===== config.mk =====
export PLATFORM = sky130hd
export DESIGN_NAME = uart_config_loader_flat
export DESIGN_NICKNAME = d
export VERILOG_FILES = /design/src/rtl/uart_config_loader_if.sv /design/src/rtl/uart_config_loader.sv /design/src/flat_wrapper.sv
export SDC_FILE = /design/constraint.sdc
export NUM_CORES = 1
export LEC_CHECK = 0
export CAP_MARGIN = 25
export CORE_UTILIZATION = 60
export CTS_CLUSTER_DIAMETER = 100
export DETAILED_ROUTE_END_ITERATION = 6
export DONT_BUFFER_PORTS = 1
export PLACE_DENSITY = 0.82
export SYNTH_ARGS = -nofsm -noshare
export SYNTH_HDL_FRONTEND = slang
export SYNTH_SLANG_ARGS = --single-unit

===== constraint.sdc =====
create_clock -name clk -period 8.07 [get_ports clk]
set_input_delay 0.807 -clock clk [delete_from_list [all_inputs] [get_ports clk]]
set_output_delay 0.807 -clock clk [all_outputs]
set_load 0.01 [all_outputs]

===== src/rtl/uart_config_loader_if.sv =====
// Bundle of the serial lines, error clear and configuration outputs of uart_config_loader.
//   master : the host side (board pins / user design), drives uart_rx and err_clr
//   slave  : the loader, drives uart_tx, config_bits, config_valid, config_done, err_status
interface uart_config_loader_if #(
  parameter int unsigned CFG_WIDTH = 52
);
  logic                 uart_rx;
  logic                 err_clr;
  logic                 uart_tx;
  logic [CFG_WIDTH-1:0] config_bits;
  logic                 config_valid;
  logic                 config_done;
  logic [3:0]           err_status;

  modport master (
    output uart_rx,
    output err_clr,
    input  uart_tx,
    input  config_bits,
    input  config_valid,
    input  config_done,
    input  err_status
  );

  modport slave (
    input  uart_rx,
    input  err_clr,
    output uart_tx,
    output config_bits,
    output config_valid,
    output config_done,
    output err_status
  );
endinterface


===== src/rtl/uart_config_loader.sv =====
// UART configuration loader. Receives packets of the form
//   SYNC_BYTE, NUM_BYTES payload bytes (MSB first), XOR checksum of the payload
// applies the low CFG_WIDTH bits of a good payload to config_bits and answers every packet
// with ACK_BYTE or NAK_BYTE on uart_tx. A stalled packet is dropped silently after
// TIMEOUT_BITS idle bit times.
// Ports:
//   clk  : system clock
//   rst  : asynchronous active-high reset
//   bus  : uart_config_loader_if.slave
//          uart_rx (in), err_clr (in), uart_tx (out), config_bits (out),
//          config_valid (out, 1-cycle pulse), config_done (out, sticky),
//          err_status (out, sticky {timeout, pad, checksum, framing})
module uart_config_loader #(
  parameter int unsigned CLK_FREQ     = 100_000_000,
  parameter int unsigned BAUD_RATE    = 115_200,
  parameter int unsigned CFG_WIDTH    = 52,
  parameter logic [7:0]  SYNC_BYTE    = 8'hA5,
  parameter int unsigned TIMEOUT_BITS = 32,
  parameter logic [7:0]  ACK_BYTE     = 8'h06,
  parameter logic [7:0]  NAK_BYTE     = 8'h15
) (
  input logic                 clk,
  input logic                 rst,
  uart_config_loader_if.slave bus
);

  localparam int unsigned BAUD_DIV  = CLK_FREQ / BAUD_RATE;
  localparam int unsigned NUM_BYTES = (CFG_WIDTH + 7) / 8;
  localparam int unsigned PAD       = NUM_BYTES * 8 - CFG_WIDTH;
  localparam int unsigned SHW       = NUM_BYTES * 8;
  localparam int unsigned TO_CYCLES = TIMEOUT_BITS * BAUD_DIV;
  localparam int unsigned BAUD_W    = $clog2(BAUD_DIV + 1);
  localparam int unsigned CNT_W     = $clog2(NUM_BYTES + 1);
  localparam int unsigned TO_W      = $clog2(TO_CYCLES + 1);
  // Bits of the first payload byte that lie above CFG_WIDTH and must be zero.
  localparam logic [7:0]  PAD_MASK  = 8'(16'hFF00 >> PAD);

  typedef enum logic [1:0] {RxIdle, RxStart, RxData, RxStop} rx_state_e;
  typedef enum logic [1:0] {PSync, PData, PChk, PApply} pkt_state_e;
  typedef enum logic [0:0] {TxIdle, TxRun} tx_state_e;

  // Input synchroniser
  logic rx_meta_q, rx_sync_q;

  // Byte receiver
  rx_state_e         rx_state_q, rx_state_d;
  logic [BAUD_W-1:0] rx_cnt_q, rx_cnt_d;
  logic [2:0]        rx_bit_q, rx_bit_d;
  logic [7:0]        rx_shift_q, rx_shift_d;
  logic              byte_strobe_q, byte_strobe_d;
  logic              byte_abort_q, byte_abort_d;

  // Packet FSM
  pkt_state_e           pkt_state_q, pkt_state_d;
  logic [SHW-1:0]       shift_q, shift_d;
  logic [7:0]           xor_q, xor_d;
  logic [CNT_W-1:0]     byte_cnt_q, byte_cnt_d;
  logic                 pad_viol_q, pad_viol_d;
  logic                 good_q, good_d;
  logic [TO_W-1:0]      to_cnt_q, to_cnt_d;
  logic [CFG_WIDTH-1:0] config_bits_q, config_bits_d;
  logic                 config_valid_q, config_valid_d;
  logic                 config_done_q, config_done_d;
  logic [3:0]           err_q, err_d;
  logic                 pkt_good;
  logic                 tx_req;
  logic [7:0]           tx_byte;

  // Transmitter
  tx_state_e         tx_state_q, tx_state_d;
  logic [BAUD_W-1:0] tx_cnt_q, tx_cnt_d;
  logic [3:0]        tx_bits_q, tx_bits_d;
  logic [8:0]        tx_shift_q, tx_shift_d;
  logic              tx_q, tx_d;

  // Byte receiver next state
  always_comb begin
    rx_state_d    = rx_state_q;
    rx_cnt_d      = rx_cnt_q;
    rx_bit_d      = rx_bit_q;
    rx_shift_d    = rx_shift_q;
    byte_strobe_d = 1'b0;
    byte_abort_d  = 1'b0;
    unique case (rx_state_q)
      RxIdle: begin
        if (!rx_sync_q) begin
          rx_state_d = RxStart;
          rx_cnt_d   = '0;
        end
      end
      RxStart: begin
        if (rx_cnt_q == BAUD_W'(BAUD_DIV / 2 - 1)) begin
          // A start bit that is gone by mid-bit was a glitch.
          rx_state_d = rx_sync_q ? RxIdle : RxData;
          rx_cnt_d   = '0;
          rx_bit_d   = '0;
        end else begin
          rx_cnt_d = rx_cnt_q + 1'b1;
        end
      end
      RxData: begin
        if (rx_cnt_q == BAUD_W'(BAUD_DIV - 1)) begin
          rx_cnt_d   = '0;
          rx_shift_d = {rx_sync_q, rx_shift_q[7:1]};
          rx_bit_d   = rx_bit_q + 1'b1;
          if (rx_bit_q == 3'd7) rx_state_d = RxStop;
        end else begin
          rx_cnt_d = rx_cnt_q + 1'b1;
        end
      end
      RxStop: begin
        if (rx_cnt_q == BAUD_W'(BAUD_DIV - 1)) begin
          rx_cnt_d      = '0;
          byte_strobe_d = rx_sync_q;
          byte_abort_d  = !rx_sync_q;
          rx_state_d    = RxIdle;
        end else begin
          rx_cnt_d = rx_cnt_q + 1'b1;
        end
      end
      default: rx_state_d = RxIdle;
    endcase
  end

  assign pkt_good = (rx_shift_q == xor_q) && !pad_viol_q;

  // Packet FSM next state, configuration and error flags
  always_comb begin
    pkt_state_d    = pkt_state_q;
    shift_d        = shift_q;
    xor_d          = xor_q;
    byte_cnt_d     = byte_cnt_q;
    pad_viol_d     = pad_viol_q;
    good_d         = good_q;
    to_cnt_d       = '0;
    config_bits_d  = config_bits_q;
    config_valid_d = 1'b0;
    config_done_d  = config_done_q;
    // Clear first so that a set in the same cycle wins.
    err_d          = bus.err_clr ? 4'b0000 : err_q;
    tx_req         = 1'b0;
    tx_byte        = NAK_BYTE;
    if (byte_abort_d) err_d[0] = 1'b1;

    unique case (pkt_state_q)
      PSync: begin
        if (byte_strobe_q && rx_shift_q == SYNC_BYTE) begin
          pkt_state_d = PData;
          shift_d     = '0;
          xor_d       = '0;
          byte_cnt_d  = '0;
          pad_viol_d  = 1'b0;
        end
      end
      PData: begin
        if (byte_strobe_q) begin
          shift_d = (shift_q << 8) | SHW'(rx_shift_q);
          xor_d   = xor_q ^ rx_shift_q;
          if (byte_cnt_q == '0 && (rx_shift_q & PAD_MASK) != 8'h00) pad_viol_d = 1'b1;
          if (byte_cnt_q != CNT_W'(NUM_BYTES)) byte_cnt_d = byte_cnt_q + 1'b1;
          if (byte_cnt_q == CNT_W'(NUM_BYTES - 1)) pkt_state_d = PChk;
        end
      end
      PChk: begin
        // Results become visible on the P_APPLY cycle.
        if (byte_strobe_q) begin
          good_d      = pkt_good;
          pkt_state_d = PApply;
          if (pkt_good) begin
            config_bits_d  = shift_q[CFG_WIDTH-1:0];
            config_valid_d = 1'b1;
            config_done_d  = 1'b1;
          end else begin
            if (rx_shift_q != xor_q) err_d[1] = 1'b1;
            if (pad_viol_q) err_d[2] = 1'b1;
          end
        end
      end
      PApply: begin
        tx_req      = 1'b1;
        tx_byte     = good_q ? ACK_BYTE : NAK_BYTE;
        pkt_state_d = PSync;
      end
      default: pkt_state_d = PSync;
    endcase

    if (pkt_state_q != PSync && byte_abort_q) begin
      pkt_state_d = PSync;
      tx_req      = 1'b1;
      tx_byte     = NAK_BYTE;
    end

    // Idle-gap watchdog; restarts whenever the receiver leaves RX_IDLE.
    if ((pkt_state_q == PData || pkt_state_q == PChk) && rx_state_q == RxIdle) begin
      if (to_cnt_q == TO_W'(TO_CYCLES - 1)) begin
        err_d[3]    = 1'b1;
        pkt_state_d = PSync;
      end else begin
        to_cnt_d = to_cnt_q + 1'b1;
      end
    end
  end

  // Transmitter next state; a request while busy is dropped.
  always_comb begin
    tx_state_d = tx_state_q;
    tx_cnt_d   = tx_cnt_q;
    tx_bits_d  = tx_bits_q;
    tx_shift_d = tx_shift_q;
    tx_d       = tx_q;
    unique case (tx_state_q)
      TxIdle: begin
        tx_d = 1'b1;
        if (tx_req) begin
          tx_state_d = TxRun;
          tx_d       = 1'b0;
          tx_shift_d = {1'b1, tx_byte};
          tx_bits_d  = 4'd9;
          tx_cnt_d   = '0;
        end
      end
      TxRun: begin
        if (tx_cnt_q == BAUD_W'(BAUD_DIV - 1)) begin
          tx_cnt_d = '0;
          if (tx_bits_q == 4'd0) begin
            tx_state_d = TxIdle;
            tx_d       = 1'b1;
          end else begin
            tx_d       = tx_shift_q[0];
            tx_shift_d = {1'b1, tx_shift_q[8:1]};
            tx_bits_d  = tx_bits_q - 1'b1;
          end
        end else begin
          tx_cnt_d = tx_cnt_q + 1'b1;
        end
      end
      default: tx_state_d = TxIdle;
    endcase
  end

  always_ff @(posedge clk or posedge rst) begin
    if (rst) begin
      rx_meta_q      <= 1'b1;
      rx_sync_q      <= 1'b1;
      rx_state_q     <= RxIdle;
      rx_cnt_q       <= '0;
      rx_bit_q       <= '0;
      rx_shift_q     <= '0;
      byte_strobe_q  <= 1'b0;
      byte_abort_q   <= 1'b0;
      pkt_state_q    <= PSync;
      shift_q        <= '0;
      xor_q          <= '0;
      byte_cnt_q     <= '0;
      pad_viol_q     <= 1'b0;
      good_q         <= 1'b0;
      to_cnt_q       <= '0;
      config_bits_q  <= '0;
      config_valid_q <= 1'b0;
      config_done_q  <= 1'b0;
      err_q          <= '0;
      tx_state_q     <= TxIdle;
      tx_cnt_q       <= '0;
      tx_bits_q      <= '0;
      tx_shift_q     <= '1;
      tx_q           <= 1'b1;
    end else begin
      rx_meta_q      <= bus.uart_rx;
      rx_sync_q      <= rx_meta_q;
      rx_state_q     <= rx_state_d;
      rx_cnt_q       <= rx_cnt_d;
      rx_bit_q       <= rx_bit_d;
      rx_shift_q     <= rx_shift_d;
      byte_strobe_q  <= byte_strobe_d;
      byte_abort_q   <= byte_abort_d;
      pkt_state_q    <= pkt_state_d;
      shift_q        <= shift_d;
      xor_q          <= xor_d;
      byte_cnt_q     <= byte_cnt_d;
      pad_viol_q     <= pad_viol_d;
      good_q         <= good_d;
      to_cnt_q       <= to_cnt_d;
      config_bits_q  <= config_bits_d;
      config_valid_q <= config_valid_d;
      config_done_q  <= config_done_d;
      err_q          <= err_d;
      tx_state_q     <= tx_state_d;
      tx_cnt_q       <= tx_cnt_d;
      tx_bits_q      <= tx_bits_d;
      tx_shift_q     <= tx_shift_d;
      tx_q           <= tx_d;
    end
  end

  assign bus.uart_tx      = tx_q;
  assign bus.config_bits  = config_bits_q;
  assign bus.config_valid = config_valid_q;
  assign bus.config_done  = config_done_q;
  assign bus.err_status   = err_q;

endmodule


===== src/flat_wrapper.sv =====
// flat-port wrapper written by rule: the top's interface ports become plain ports
module uart_config_loader_flat 
#(
  parameter int unsigned CLK_FREQ     = 100_000_000,
  parameter int unsigned BAUD_RATE    = 115_200,
  parameter int unsigned CFG_WIDTH    = 52,
  parameter logic [7:0]  SYNC_BYTE    = 8'hA5,
  parameter int unsigned TIMEOUT_BITS = 32,
  parameter logic [7:0]  ACK_BYTE     = 8'h06,
  parameter logic [7:0]  NAK_BYTE     = 8'h15
)
  (clk, rst, bus_uart_rx, bus_err_clr, bus_uart_tx, bus_config_bits, bus_config_valid, bus_config_done, bus_err_status);
  uart_config_loader_if #(.CFG_WIDTH(CFG_WIDTH)) bus_i ();
  input logic clk;
  input logic rst;
  input wire logic [$bits(bus_i.uart_rx)-1:0] bus_uart_rx;
  input wire logic [$bits(bus_i.err_clr)-1:0] bus_err_clr;
  output wire logic [$bits(bus_i.uart_tx)-1:0] bus_uart_tx;
  output wire logic [$bits(bus_i.config_bits)-1:0] bus_config_bits;
  output wire logic [$bits(bus_i.config_valid)-1:0] bus_config_valid;
  output wire logic [$bits(bus_i.config_done)-1:0] bus_config_done;
  output wire logic [$bits(bus_i.err_status)-1:0] bus_err_status;
  assign bus_i.uart_rx = bus_uart_rx;
  assign bus_i.err_clr = bus_err_clr;
  assign bus_uart_tx = bus_i.uart_tx;
  assign bus_config_bits = bus_i.config_bits;
  assign bus_config_valid = bus_i.config_valid;
  assign bus_config_done = bus_i.config_done;
  assign bus_err_status = bus_i.err_status;
  uart_config_loader #(.CLK_FREQ(CLK_FREQ), .BAUD_RATE(BAUD_RATE), .CFG_WIDTH(CFG_WIDTH), .SYNC_BYTE(SYNC_BYTE), .TIMEOUT_BITS(TIMEOUT_BITS), .ACK_BYTE(ACK_BYTE), .NAK_BYTE(NAK_BYTE)) u_core (.clk(clk), .rst(rst), .bus(bus_i));
endmodule

======== Word-level counts from Yosys, hierarchy flattened ========
Index checks and enable logic that the tools add are counted.
W data, S select, Z words.
operators by class
  multiplexer cells ....................... 78
  eq/ne operators ......................... 28
  reduce and logical (&&, ||, !) cells .... 27
  bitwise gates (word level) .............. 3
  $add $sub $neg .......................... 6
operators with widths
  kind                     count
  $mux W52                 2
  $pmux W52 S2             1
  $or A52 B8 Y52           1
  $mux W10                 5
  $mux W2                  16
  $mux W8                  4
  $mux W15                 2
  $pmux W10 S3             1
  $mux W9                  3
  $mux W1                  23
  $add A10 B1 Y10 const B  2
  $eq A10 B10 Y1 const B   2
  $pmux W10 S2             1
  $ne A2 B1 Y1 const B     9
  $pmux W9 S2              1
  $mux W4                  4
  $pmux W2 S4              2
  $pmux W8 S2              1
  $add A15 B1 Y15 const B  1
  $eq A15 B15 Y1 const B   1
  $mux W3                  5
  $pmux W3 S2              2
  $reduce_and A3 Y1        4
  $eq A10 B9 Y1 const B    1
  other kinds (27)         48
word-level totals
  word-level logic and storage cells ...... 167
  input port bits ......................... 4
  output and inout bits ................... 59
  register bits after elaboration ......... 192

======== Logic depth before layout (Yosys ltp) ========
Gate-level depths: netlist (run 1).
  depth after elaboration ................. 7
  depth in mapped cells ................... 10
  gate-level depth less buffers ........... 7

======== Least setup slack after synthesis (run 1) ========
No wires, ideal clock.
  path kind ............................... flip-flop to flip-flop
  start point ............................. register u_core.rx_shift_q[7]
  end point ............................... register u_core.config_bits_q[39] (netlist: u_core.bus.config_bits[39])
  slack ................................... 5.821 ns
  buffers on the path ..................... 2
  period minus slack after synthesis ...... 2.249 ns
  arrival ................................. 2.125 ns
  required time ........................... 7.945 ns
  setup time .............................. 0.125 ns
  stages on the path, launching flop included .. 7
  path through ............................ dfrtp_1 > buf_2 > xor2_1 > or3_1 > nor4_4 > buf_6 > mux2_2
on the way
  longest elaborated chain between the ends .. 3
ends and longest elaborated chain
  element                      line                       text
  start, declared              uart_config_loader.sv:49   logic [7:0] rx_shift_q, rx_shift_d;
  start signal, assigned       uart_config_loader.sv:273  rx_shift_q <= rx_shift_d;
  $eq A8 B8 Y1                 uart_config_loader.sv:125  assign pkt_good = (rx_shift_q == xor_q) && !pad_viol_q;
  $logic_and A1 B1 Y1          uart_config_loader.sv:125
  $reduce_and A3 Y1 (no line)  n/a
  end signal, assigned         uart_config_loader.sv:283  config_bits_q <= config_bits_d;
  end, declared                uart_config_loader.sv:61   logic [CFG_WIDTH-1:0] config_bits_q, config_bits_d;
No other way between the ends.
A chain may end at the register's enable or synchronous reset.

======== Worst setup path in the final report (run 1) ========
  start point ............................. register u_core.rx_shift_q[5]
  end point ............................... register u_core.config_bits_q[32] (netlist: u_core.bus.config_bits[32])
The elaborated chain is that of the path after synthesis.

==> results of run 1 <==
## per-stage QoR
step | util [%] | instances | hold WS, ns | power (uW) | cell area [um^2]
6_report | 68.5 | 968 | 0.127 | 1870 | 9210
5_1_grt | 68.5 | 968 | 0.119 | 1930 | 9210
4_1_cts | 68.2 | 967 | 0.361 | 1890 | 9180
3_5_place_dp | 63.5 | 936 | 0.353 | 996 | 8540
3_3_place_gp | 63.3 | 934 | 0.347 | 995 | 8520
2_1_floorplan | - | 789 | 0.345 | 991 | 8420
## cell usage after synthesis, types with 12 or more instances
cell / number / area [um^2]
nand2_1: 143 / 537
dfrtp_1: 180 / 4500
xor2_1: 12 / 105
o21ai_0: 89 / 445
mux2_2: 58 / 653
ha_1: 21 / 263
clkbuf_1: 31 / 116
a21oi_1: 17 / 85.1
nor2_1: 30 / 113
nand3_1: 19 / 95.1
inv_1: 34 / 128
and3_1: 14 / 87.6
nand2b_1: 13 / 81.3
## final cells by class
class,instances,area [um^2]
tap,176,220
inverter,34,133
fill,952,4240
clock buffer,22,484
multi-input combinational,527,3320
timing repair buffer,9,97.6
clock inverter,9,156
sequential,191,4790
## flip-flops by register name (all words and copies together), names as in the netlist, 2 cells and up, named ones only
signal and flops:
u_core.pkt_state_q 2, u_core.bus.err_status 4, u_core.tx_shift_q 8, u_core.shift_q 52, u_core.tx_cnt_q 10, u_core.rx_cnt_q 10, u_core.tx_bits_q 4, u_core.xor_q 8
u_core.to_cnt_q 15, u_core.bus.config_bits 52, u_core.rx_bit_q 3, u_core.rx_shift_q 8, u_core.byte_cnt_q 3
## power breakdown
part / leakage [uW] / switching (uW) / internal, uW / total (uW)
sequential: 0.00262 / 0.594 / 959 / 959
combinational: 0.00131 / 17.7 / 1.98 / 19.7
clock: 0.000316 / 341 / 551 / 892
total: 0.00424 / 360 / 1510 / 1870
## critical path, delay by kind of cell (launching register included)
kind	cells	cell delay, ns
buf+inv	1	0.61
xor+xnor	1	0.18
mux	1	0.41
compound gates	1	0.23
simple gates	2	1.03
flops	1	0.46
## routing by layer
layer  part of all wire (%)  global-route usage (%)  vias to the layer above
li1                       -                       -                     2690
met1                     45                    31.1                     2839
met2                     50                    38.0                      113
met3                    3.6                    5.71                       24
met4                    1.6                    8.18                        0
met5                      0                       0                        -
## layout by cell type, fill, tap and decap left out, types with 5 or more instances in the layout
cell type  Yosys  final
dfrtp_1      180    180
nand2_1      143    143
o21ai_0       89     89
mux2_2        58     58
inv_1         34     33
nor2_1        30     30
ha_1          21     20
nand3_1       19     19
a21oi_1       17     17
clkbuf_16      0     17
and3_1        14     14
nand2b_1      13     13
xor2_1        12     12
nor2b_1       11     11
dfstp_2       11     11
nand4_1        9      9
nor3_1         9      9
xnor2_1        8      8
mux2i_1        7      7
a22o_1         6      6
buf_4          0      6
o22ai_1        5      5
o31ai_1        5      5
## logic make-up after synthesis
group / after synthesis / share of synthesized area [%]
XOR/XNOR: 20 / 2.08
flip-flops: 191 / 56.9
AO/OA/AOI/OAI: 144 / 9.88
buffers and inverters: 71 / 3.63
AND/OR/NAND/NOR: 273 / 15.2
multiplexers: 69 / 9.12
adder cells (fa/ha/maj): 21 / 3.12
## worst max path at each step
stage                                           from                                      to  slack (ns)
floorplan                                        rst              asynchronous set/reset pin        2.08
global placement    u_core.rx_shift_q[5]$_DFFE_PP0P_  u_core.bus.config_bits[46]$_DFFE_PP0P_        5.15
detailed placement  u_core.rx_shift_q[5]$_DFFE_PP0P_  u_core.bus.config_bits[19]$_DFFE_PP0P_        5.06
CTS                 u_core.rx_shift_q[5]$_DFFE_PP0P_  u_core.bus.config_bits[11]$_DFFE_PP0P_        5.04
global route        u_core.rx_shift_q[5]$_DFFE_PP0P_  u_core.bus.config_bits[32]$_DFFE_PP0P_        4.82
finish              u_core.rx_shift_q[5]$_DFFE_PP0P_  u_core.bus.config_bits[32]$_DFFE_PP0P_        5.03
==> impl_metrics.env, run 1 <==
export IMPL_place_congestion=0.848
export IMPL_synth_edff_count=0
export IMPL_path_clk_slew_ns=0.07
export IMPL_finalCriticalPeriod_ns=3.04
export IMPL_start_util_pct=62.6
export IMPL_grt_usage_pct=23.5
export IMPL_die_w_um=120
export IMPL_drc=0
export IMPL_clkSinkCount=191
export IMPL_ff2ff_path_depth=6
export IMPL_crit_fanout=42
export IMPL_netlist_area_um2=8420
export IMPL_min_path_type="primary input to asynchronous set/reset pin"
export IMPL_worstSetupPathType="flop to flop"
export IMPL_synth_cells=789
export IMPL_cts_tree="done"
export IMPL_maxCapViolCount=0
export IMPL_viasPerCell=5.85
export IMPL_cpPeakStageDelay_ns=0.82
export IMPL_fmax_mhz=329
export IMPL_rsz0062_at_grt="false"
export IMPL_setup_tns_ns=0
export IMPL_maxSlewViolCount=0
export IMPL_syn_nets=814
export IMPL_power_density_nw_per_um2=203
export IMPL_crit_slowest_cell="nor4_4"
export IMPL_startpoint_type="flop"
export IMPL_rows=42
export IMPL_outcome="finished clean"
export IMPL_num_vias=5666
export IMPL_power_leakage_uw=0.00424
export IMPL_coreArea_um2=13500
export IMPL_cts_resized=0
export IMPL_drt_pass1_iterations=4
export IMPL_gr_total_overflow=0
export IMPL_r2r_start="u_core.rx_shift_q[5]$_DFFE_PP0P_"
export IMPL_first_global_vias=5655
export IMPL_cts_hold_fix_buffers=0
export IMPL_place_ws_ns=5.06
export IMPL_ys_flop_type="dfrtp_1"
export IMPL_ys_seq_area_share_pct=56.9
export IMPL_place_hpwl_um=10600
export IMPL_dr_first_iter_drc_count=422
export IMPL_ant_nets=0
export IMPL_r2r_slack_ns=5.03
export IMPL_min_period_over_period_pct=37.7
export IMPL_port_buffers=0
export IMPL_clock_path_buffers=2
export IMPL_syn_area_per_cell_um2=10.7
export IMPL_slew_headroom_pct=32.2
export IMPL_setup_slack_ns=5.03
export IMPL_crit_arrival_ns=3.35
export IMPL_grt_start_max_net_pins=124
export IMPL_die_area_um2=14500
export IMPL_numCtsBuffers=17
export IMPL_postCtsSetupRepairBufs=0
export IMPL_h_tree_depth=4
export IMPL_cts_root_buf="clkbuf_16"
export IMPL_crit_required_ns=8.38
export IMPL_ys_types=53
export IMPL_grt_pass1_wl_um=27000
export IMPL_setup_violations=0
export IMPL_die_h_um=120
export IMPL_peakVddDrop_mv=0.256
export IMPL_r2r_end="u_core.bus.config_bits[32]$_DFFE_PP0P_"
export IMPL_synth_seq_cells=191
export IMPL_antenna_found_initial=0
export IMPL_hold_violations=0
export IMPL_n_antenna_cell=0
export IMPL_synthArstFlopShare_pct=100
export IMPL_clk_latency_ns=0.42
export IMPL_nets=805
export IMPL_wl_um=16200
export IMPL_area_growth_pct=9.36
export IMPL_drive_gt1_share_pct=14.1
export IMPL_wire_per_inst_um=16.8
export IMPL_synth_warnings=0
export IMPL_io_pins=63
export IMPL_worstMarginPinSlew_ns=1.01
export IMPL_setup_worst_path_end_class="flop"
export IMPL_cp_cell_sequence="xor2_1 -> a221oi_1 -> nand4_1 -> nor4_4 -> buf_4 -> mux2_2"
export IMPL_skew_ns=0.00663
No activity file was read; power rests on OpenSTA's default activity.
==> inputs of run 2 (changes only) <==
--- a/config.mk
+++ b/config.mk
@@ -5,12 +5,13 @@
 export SDC_FILE = /design/constraint.sdc
 export NUM_CORES = 1
 export LEC_CHECK = 0
+export ABC_AREA = 1
 export CAP_MARGIN = 25
-export CORE_UTILIZATION = 60
+export CORE_UTILIZATION = 57
 export CTS_CLUSTER_DIAMETER = 100
 export DETAILED_ROUTE_END_ITERATION = 6
 export DONT_BUFFER_PORTS = 1
-export PLACE_DENSITY = 0.82
+export PLACE_DENSITY = 0.81
 export SYNTH_ARGS = -nofsm -noshare
 export SYNTH_HDL_FRONTEND = slang
 export SYNTH_SLANG_ARGS = --single-unit
==> constraint.sdc (replaced) <==
create_clock -name clk -period 2.69 [get_ports clk]
set_input_delay 0.269 -clock clk [delete_from_list [all_inputs] [get_ports clk]]
set_output_delay 0.269 -clock clk [all_outputs]
set_load 0.01 [all_outputs]
==> impl_metrics.env, run 2 <==
export IMPL_outcome="complete, but fails checks"
export IMPL_violations="design-rule violations"
export IMPL_synth_top_family_by_area="simple AND/OR/NAND/NOR gates"
export IMPL_postCtsSetupRepairBufs=0
export IMPL_setup_violations=0
export IMPL_peakVddDrop_mv=0.489
export IMPL_synth_warnings=0
export IMPL_maxCapViolCount=0
export IMPL_synth_common_cells="nand2_1, dfrtp_1, inv_1"
export IMPL_place_hpwl_um=11100
export IMPL_io_pins=63
export IMPL_gr_usage_met2_pct=37.7
export IMPL_drt_pass1_iterations=7
export IMPL_die_h_um=125
export IMPL_cts_tree="done"
export IMPL_startpoint_type="flop"
export IMPL_area_growth_pct=10.4
export IMPL_drc=8
export IMPL_min_period_over_period_pct=80.2
export IMPL_final_common_cell="nand2_1"
export IMPL_clkSinkCount=191
export IMPL_synth_seq_cells=191
export IMPL_die_w_um=125
export IMPL_synthArstFlopShare_pct=100
export IMPL_synthAdderAreaFrac_pct=3.06
export IMPL_ys_top_cells_by_area="dfrtp_1, nand2_1, nand4_1, o21ai_1, dfstp_2"
export IMPL_place_congestion=0.863
export IMPL_n_antenna_cell=0
export IMPL_synth_mux_area_share_pct=0
export IMPL_start_util_pct=58.7
export IMPL_ys_seq_area_share_pct=55.8
export IMPL_syn_area_per_cell_um2=8.62
export IMPL_clock_path_buffers=2
export IMPL_worstMarginPinSlew_ns=0.789
export IMPL_setup_worst_path_end_class="flop"
export IMPL_synth_compound_area_share_pct=7.96
export IMPL_top_usage_layer="met2"
export IMPL_grt_start_max_net_pins=77
export IMPL_gr_total_overflow=0
export IMPL_setup_tns_ns=0
export IMPL_synthSimpleGateAreaFrac_pct=25.6
export IMPL_crit_required_ns=3.01
export IMPL_maxSlewViolCount=0
export IMPL_port_buffers=0
export IMPL_skew_ns=0.00995
export IMPL_synth_top_area_share_pct=52.4
export IMPL_slew_headroom_pct=47.3
export IMPL_gr_usage_met3_pct=5.54
export IMPL_netlist_area_um2=8590
export IMPL_h_tree_depth=4
export IMPL_synth_edff_count=0
export IMPL_fillerInstances=1125
export IMPL_syn_nets=1022
export IMPL_nets=1011
export IMPL_p_total_uw=5630
export IMPL_crit_arrival_ns=2.47
export IMPL_yosysMostFrequentCell="nand2_1"
export IMPL_dr_first_iter_drc_count=682
export IMPL_path_clk_slew_ns=0.07
export IMPL_min_path_type="primary input to flop"
export IMPL_synth_area_leader_cell="dfrtp_1"
export IMPL_power_density_nw_per_um2=593
export IMPL_num_vias=6521
export IMPL_drive_gt1_share_pct=6.91
export IMPL_finalCriticalPeriod_ns=2.16
export IMPL_ys_flop_type="dfrtp_1"
export IMPL_coreArea_um2=14600
export IMPL_grt_usage_pct=23.8
export IMPL_mostFrequentLayoutCells="nand2_1, dfrtp_1, inv_1, o21ai_1, nand4_1"
export IMPL_clk_latency_ns=0.44
export IMPL_fmax_mhz=464
export IMPL_viasPerCell=5.51
export IMPL_ant_nets=0
export IMPL_wl_um=17300
export IMPL_antenna_found_initial=0
export IMPL_use_met1_pct=32.6
export IMPL_wire_per_inst_um=14.6
export IMPL_grt_pass1_wl_um=29600
export IMPL_power_leakage_uw=0.00450
export IMPL_post_route_util_pct=64.8
export IMPL_hold_violations=0
export IMPL_synth_xor_area_share_pct=2.55
export IMPL_rows=44
export IMPL_die_area_um2=15600
export IMPL_worstSetupPathType="flop to flop"
export IMPL_rsz0062_at_grt="false"
export IMPL_synth_cells=997
export IMPL_first_global_vias=6074
export IMPL_crit_fanout=20
export IMPL_ys_types=30
export IMPL_numCtsBuffers=17
export IMPL_cts_root_buf="clkbuf_16"
-- run 2: changes by cell type in the layout (fill, tap and decap cells not counted), sizes merged, moves of 11 or more --
cell	before	now
nor3	9	22
nand2b	13	0
nor2b	11	0
nand2	143	351
inv	33	69
nor2	30	51
and3	14	0
nand4	9	58
mux2	62	0
-- run 2: final timing paths --
path	slack (ns)	startpoint	end	depth (start not counted)
worst min register to register	0.36	u_core.rx_meta_q$_DFF_PP1_	u_core.rx_sync_q$_DFF_PP1_	0
min in group asynchronous	0.44	rst	u_core.bus.config_bits[48]$_DFFE_PP0P_	2
worst max-delay path	0.53	u_core.pkt_state_q[0]$_DFF_PP0_	u_core.tx_bits_q[2]$_DFFE_PP0P_	10
max in group asynchronous	1.45	rst	u_core.rx_meta_q$_DFF_PP1_	3
worst max register to register	0.53	u_core.pkt_state_q[0]$_DFF_PP0_	u_core.tx_bits_q[2]$_DFFE_PP0P_	10
worst min-delay path	0.06	bus_err_clr	u_core.bus.err_status[3]$_DFF_PP0_	3
-- run 2: kinds of logic after synthesis --
logic type | count (synthesis)
XOR/XNOR | 25
adder cells (fa/ha/maj) | 21
buffers and inverters | 112
flip-flops | 191
AO/OA/AOI/OAI | 131
AND/OR/NAND/NOR | 517
-- run 2: final cells by class --
type                       instances  area [um^2]  area share, %
multi-input combinational        694         3380           35.6
sequential                       191         4790           50.5
clock inverter                     9          143           1.50
inverter                          66          251           2.65
tap                              184          230           2.43
timing repair buffer              16          200           2.11
clock buffer                      23          488           5.14
-- run 2: power by group --
part	total (uW)	switching (uW)	leakage [uW]	internal (uW)
logic	68.3	56.6	0.00158	11.7
clock network	2680	1100	0.000303	1580
registers	2880	1.60	0.00262	2870
-- run 2: what timing repair did --
action | in CTS | in global routing
hold buffers | 2 | 0
resized for setup | 0 | 0
endpoints found under the hold margin | 30 | 0
-- run 2: per-stage QoR --
| step | worst slack, ns | std cells | hold WS [ns] | instance area, um^2 |
|---|---|---|---|---|
| after floorplan | -0.0325 | 997 | 0.273 | 8600 |
| after global placement | 0.729 | 1149 | 0.274 | 8830 |
| after detailed placement | 0.586 | 1149 | 0.274 | 8830 |
| after CTS | 0.591 | 1183 | 0.0581 | 9490 |
| after global routing | 0.316 | 1183 | 0.0783 | 9490 |
| final | 0.533 | 1183 | 0.0622 | 9490 |
-- run 2: worst max-delay path: stages (launching register included) --
cell	delay (ns)
dfrtp_1	0.41
inv_1	0.09
ha_1	0.22
inv_1	0.16
nand2_1	0.13
nand2_1	0.08
nor2_1	0.06
nor2_1	0.13
nand2_1	0.37
o21ai_1	0.27
o21ai_0	0.12
-- run 2: routing by layer --
layer / up-vias / wire (um)
li1: 3233 / -
met1: 3116 / 7900
met2: 155 / 8360
met3: 17 / 833
met4: 0 / 187
met5: - / 0
==> inputs of run 3 (changes only) <==
--- a/config.mk
+++ b/config.mk
@@ -5,13 +5,13 @@
 export SDC_FILE = /design/constraint.sdc
 export NUM_CORES = 1
 export LEC_CHECK = 0
-export ABC_AREA = 1
+export ABC_AREA = 0
 export CAP_MARGIN = 25
-export CORE_UTILIZATION = 57
+export CORE_UTILIZATION = 60
 export CTS_CLUSTER_DIAMETER = 100
 export DETAILED_ROUTE_END_ITERATION = 6
 export DONT_BUFFER_PORTS = 1
-export PLACE_DENSITY = 0.81
+export PLACE_DENSITY = 0.82
 export SYNTH_ARGS = -nofsm -noshare
 export SYNTH_HDL_FRONTEND = slang
 export SYNTH_SLANG_ARGS = --single-unit
==> constraint.sdc (replaced) <==
create_clock -name clk -period 2.09 [get_ports clk]
set_input_delay 0.209 -clock clk [delete_from_list [all_inputs] [get_ports clk]]
set_output_delay 0.209 -clock clk [all_outputs]
set_load 0.01 [all_outputs]
==> impl_metrics.env, run 3 (same netlist as run 1, synthesis figures left out) <==
export IMPL_dr_first_iter_drc_count=635
export IMPL_maxCapViolCount=0
export IMPL_drc=0
export IMPL_dr_wl_met3_um=1260
export IMPL_place_hpwl_um=11300
export IMPL_dp_cells=963
export IMPL_crit_required_ns=2.47
export IMPL_mostFrequentLayoutCells="dfrtp_1, nand2_1, o21ai_0, mux2_4, buf_4"
export IMPL_cts_root_buf="clkbuf_16"
export IMPL_nets=855
export IMPL_first_global_vias=6308
export IMPL_crit_arrival_ns=2.66
export IMPL_hold_violations=0
export IMPL_min_path_type="primary input to flop"
export IMPL_die_w_um=120
export IMPL_worstSetupPathType="flop to flop"
export IMPL_grt_pass1_wl_um=30700
export IMPL_r2r_slack_ns=-0.19
export IMPL_drive_gt1_share_pct=21.0
export IMPL_wl_um=20400
export IMPL_start_util_pct=62.6
export IMPL_peakVddDrop_mv=0.572
export IMPL_grt_start_max_net_pins=155
export IMPL_clk_latency_ns=0.45
export IMPL_die_h_um=120
export IMPL_rsz0062_at_grt="true"
export IMPL_holdPathEnd="u_core.rx_meta_q$_DFF_PP1_"
export IMPL_coreArea_um2=13500
export IMPL_power_leakage_uw=0.00459
export IMPL_worstMarginPinSlew_ns=0.811
export IMPL_h_tree_depth=4
export IMPL_place_congestion=0.841
export IMPL_finalCriticalPeriod_ns=2.28
export IMPL_fmax_mhz=439
export IMPL_setup_slack_ns=-0.190
export IMPL_drt_pass1_iterations=6
export IMPL_cts_tree="done"
export IMPL_multi_input_area_um2=3580
export IMPL_top_layer_used="met4"
export IMPL_wl_met1_um=8030
export IMPL_gr_total_overflow=0
export IMPL_grt_usage_pct=27.4
export IMPL_crit_fanout=6
export IMPL_clkSinkCount=191
export IMPL_maxSlewViolCount=0
export IMPL_ant_nets=0
export IMPL_skew_ns=0.00906
export IMPL_r2r_end="u_core.pad_viol_q$_DFFE_PP0P_"
export IMPL_clock_path_buffers=2
export IMPL_io_pins=63
export IMPL_viasPerCell=6.15
export IMPL_numCtsBuffers=17
export IMPL_min_period_over_period_pct=109
export IMPL_outcome="complete, but fails checks"
export IMPL_place_ws_ns=-0.0591
export IMPL_regArea_um2=4790
export IMPL_met2_length_um=10400
export IMPL_port_buffers=0
export IMPL_violations="negative setup slack"
export IMPL_rows=42
export IMPL_die_area_um2=14500
export IMPL_r2r_start="u_core.rx_shift_q[6]$_DFFE_PP0P_"
export IMPL_antenna_found_initial=0
export IMPL_setup_worst_path_end_class="flop"
export IMPL_fillerInstances=832
export IMPL_wire_per_inst_um=20.1
export IMPL_stdcell_count=1019
export IMPL_post_route_util_pct=74.4
export IMPL_setup_tns_ns=-8.10
export IMPL_slew_headroom_pct=45.9
export IMPL_setup_violations=99
export IMPL_area_growth_pct=18.8
export IMPL_ff2ff_path_depth=7
export IMPL_path_clk_slew_ns=0.06
export IMPL_power_density_nw_per_um2=715
export IMPL_hold_slack_ns=0.310
export IMPL_num_vias=6266
export IMPL_hp_start="bus_uart_rx"
export IMPL_n_antenna_cell=0
export IMPL_startpoint_type="flop"
export IMPL_hold_depth=1
export IMPL_final_common_cell="dfrtp_1"
==> run 3: changes by cell type in the layout (fill, tap and decap cells not counted), sizes merged, moves of 11 or more <==
cell	before	now
nand2b	0	13
mux2	0	62
and3	0	14
buf	14	51
nand4	58	9
inv	69	36
nor2	51	30
nor3	22	9
nor2b	0	11
nand2	351	143
==> run 3: power breakdown <==
| group | leakage [uW] | switching (uW) | internal (uW) | total, uW |
|---|---|---|---|---|
| Combinational | 0.00167 | 69.8 | 9.86 | 79.7 |
| Clock | 0.000301 | 1480 | 1900 | 3380 |
| Sequential | 0.00261 | 2.22 | 3700 | 3700 |
==> run 3: metal layers <==
metal	GRT usage (%)	vias to the layer above
met3	6.70	70
met1	33.1	3133
li1	-	2778
met5	0	-
met4	13.4	0
met2	46.0	285
==> run 3: critical path, cell delays in order, from the launching register on <==
cell      delay (ns)
dfrtp_1         0.47
nor4b_1         0.29
buf_4           0.17
a41o_1          0.24
o211ai_1        0.26
buf_4           0.25
nor4b_2         0.35
o22a_1          0.19
==> run 3: worst max path at each step <==
stage | slack [ns] | endpoint | depth (start not counted) | startpoint
finish | -0.19 | u_core.pad_viol_q$_DFFE_PP0P_ | 7 | u_core.rx_shift_q[6]$_DFFE_PP0P_
global route | -0.20 | u_core.pad_viol_q$_DFFE_PP0P_ | 7 | u_core.rx_shift_q[6]$_DFFE_PP0P_
CTS | -0.07 | u_core.bus.config_bits[46]$_DFFE_PP0P_ | 7 | u_core.rx_shift_q[4]$_DFFE_PP0P_
detailed placement | -0.06 | u_core.bus.config_bits[46]$_DFFE_PP0P_ | 7 | u_core.rx_shift_q[1]$_DFFE_PP0P_
global placement | 0.003 | u_core.bus.config_bits[38]$_DFFE_PP0P_ | 7 | u_core.rx_shift_q[5]$_DFFE_PP0P_
floorplan | -0.57 | asynchronous set/reset pin | 1 | rst
==> run 3: cell type report <==
cell class | instances | area share, %
Timing Repair Buffer | 59 | 6.52
Sequential cell | 191 | 47.9
Inverter | 34 | 1.31
Clock inverter | 11 | 1.50
Clock buffer | 21 | 4.70
Tap cell | 176 | 2.20
Multi-Input combinational cell | 527 | 35.8
==> run 3: metrics by stage <==
step	instance area, um^2	power, uW
3_5_place_dp	9000	3850
5_1_grt	10000	7360
3_3_place_gp	9000	3850
4_1_cts	9710	7170
2_1_floorplan	8620	3830
6_report	10000	7160
==> run 3: timing repair <==
| item | CTS | global route |
|---|---|---|
| hold endpoints to repair | 185 | 0 |
| setup endpoints to repair | 56 | 129 |
| buffers inserted | 2 | 11 |
| gates resized for setup | 4 | 42 |
| hold buffers | 3 | 0 |
| gates cloned | 2 | 6 |
| pin swaps | 2 | 5 |
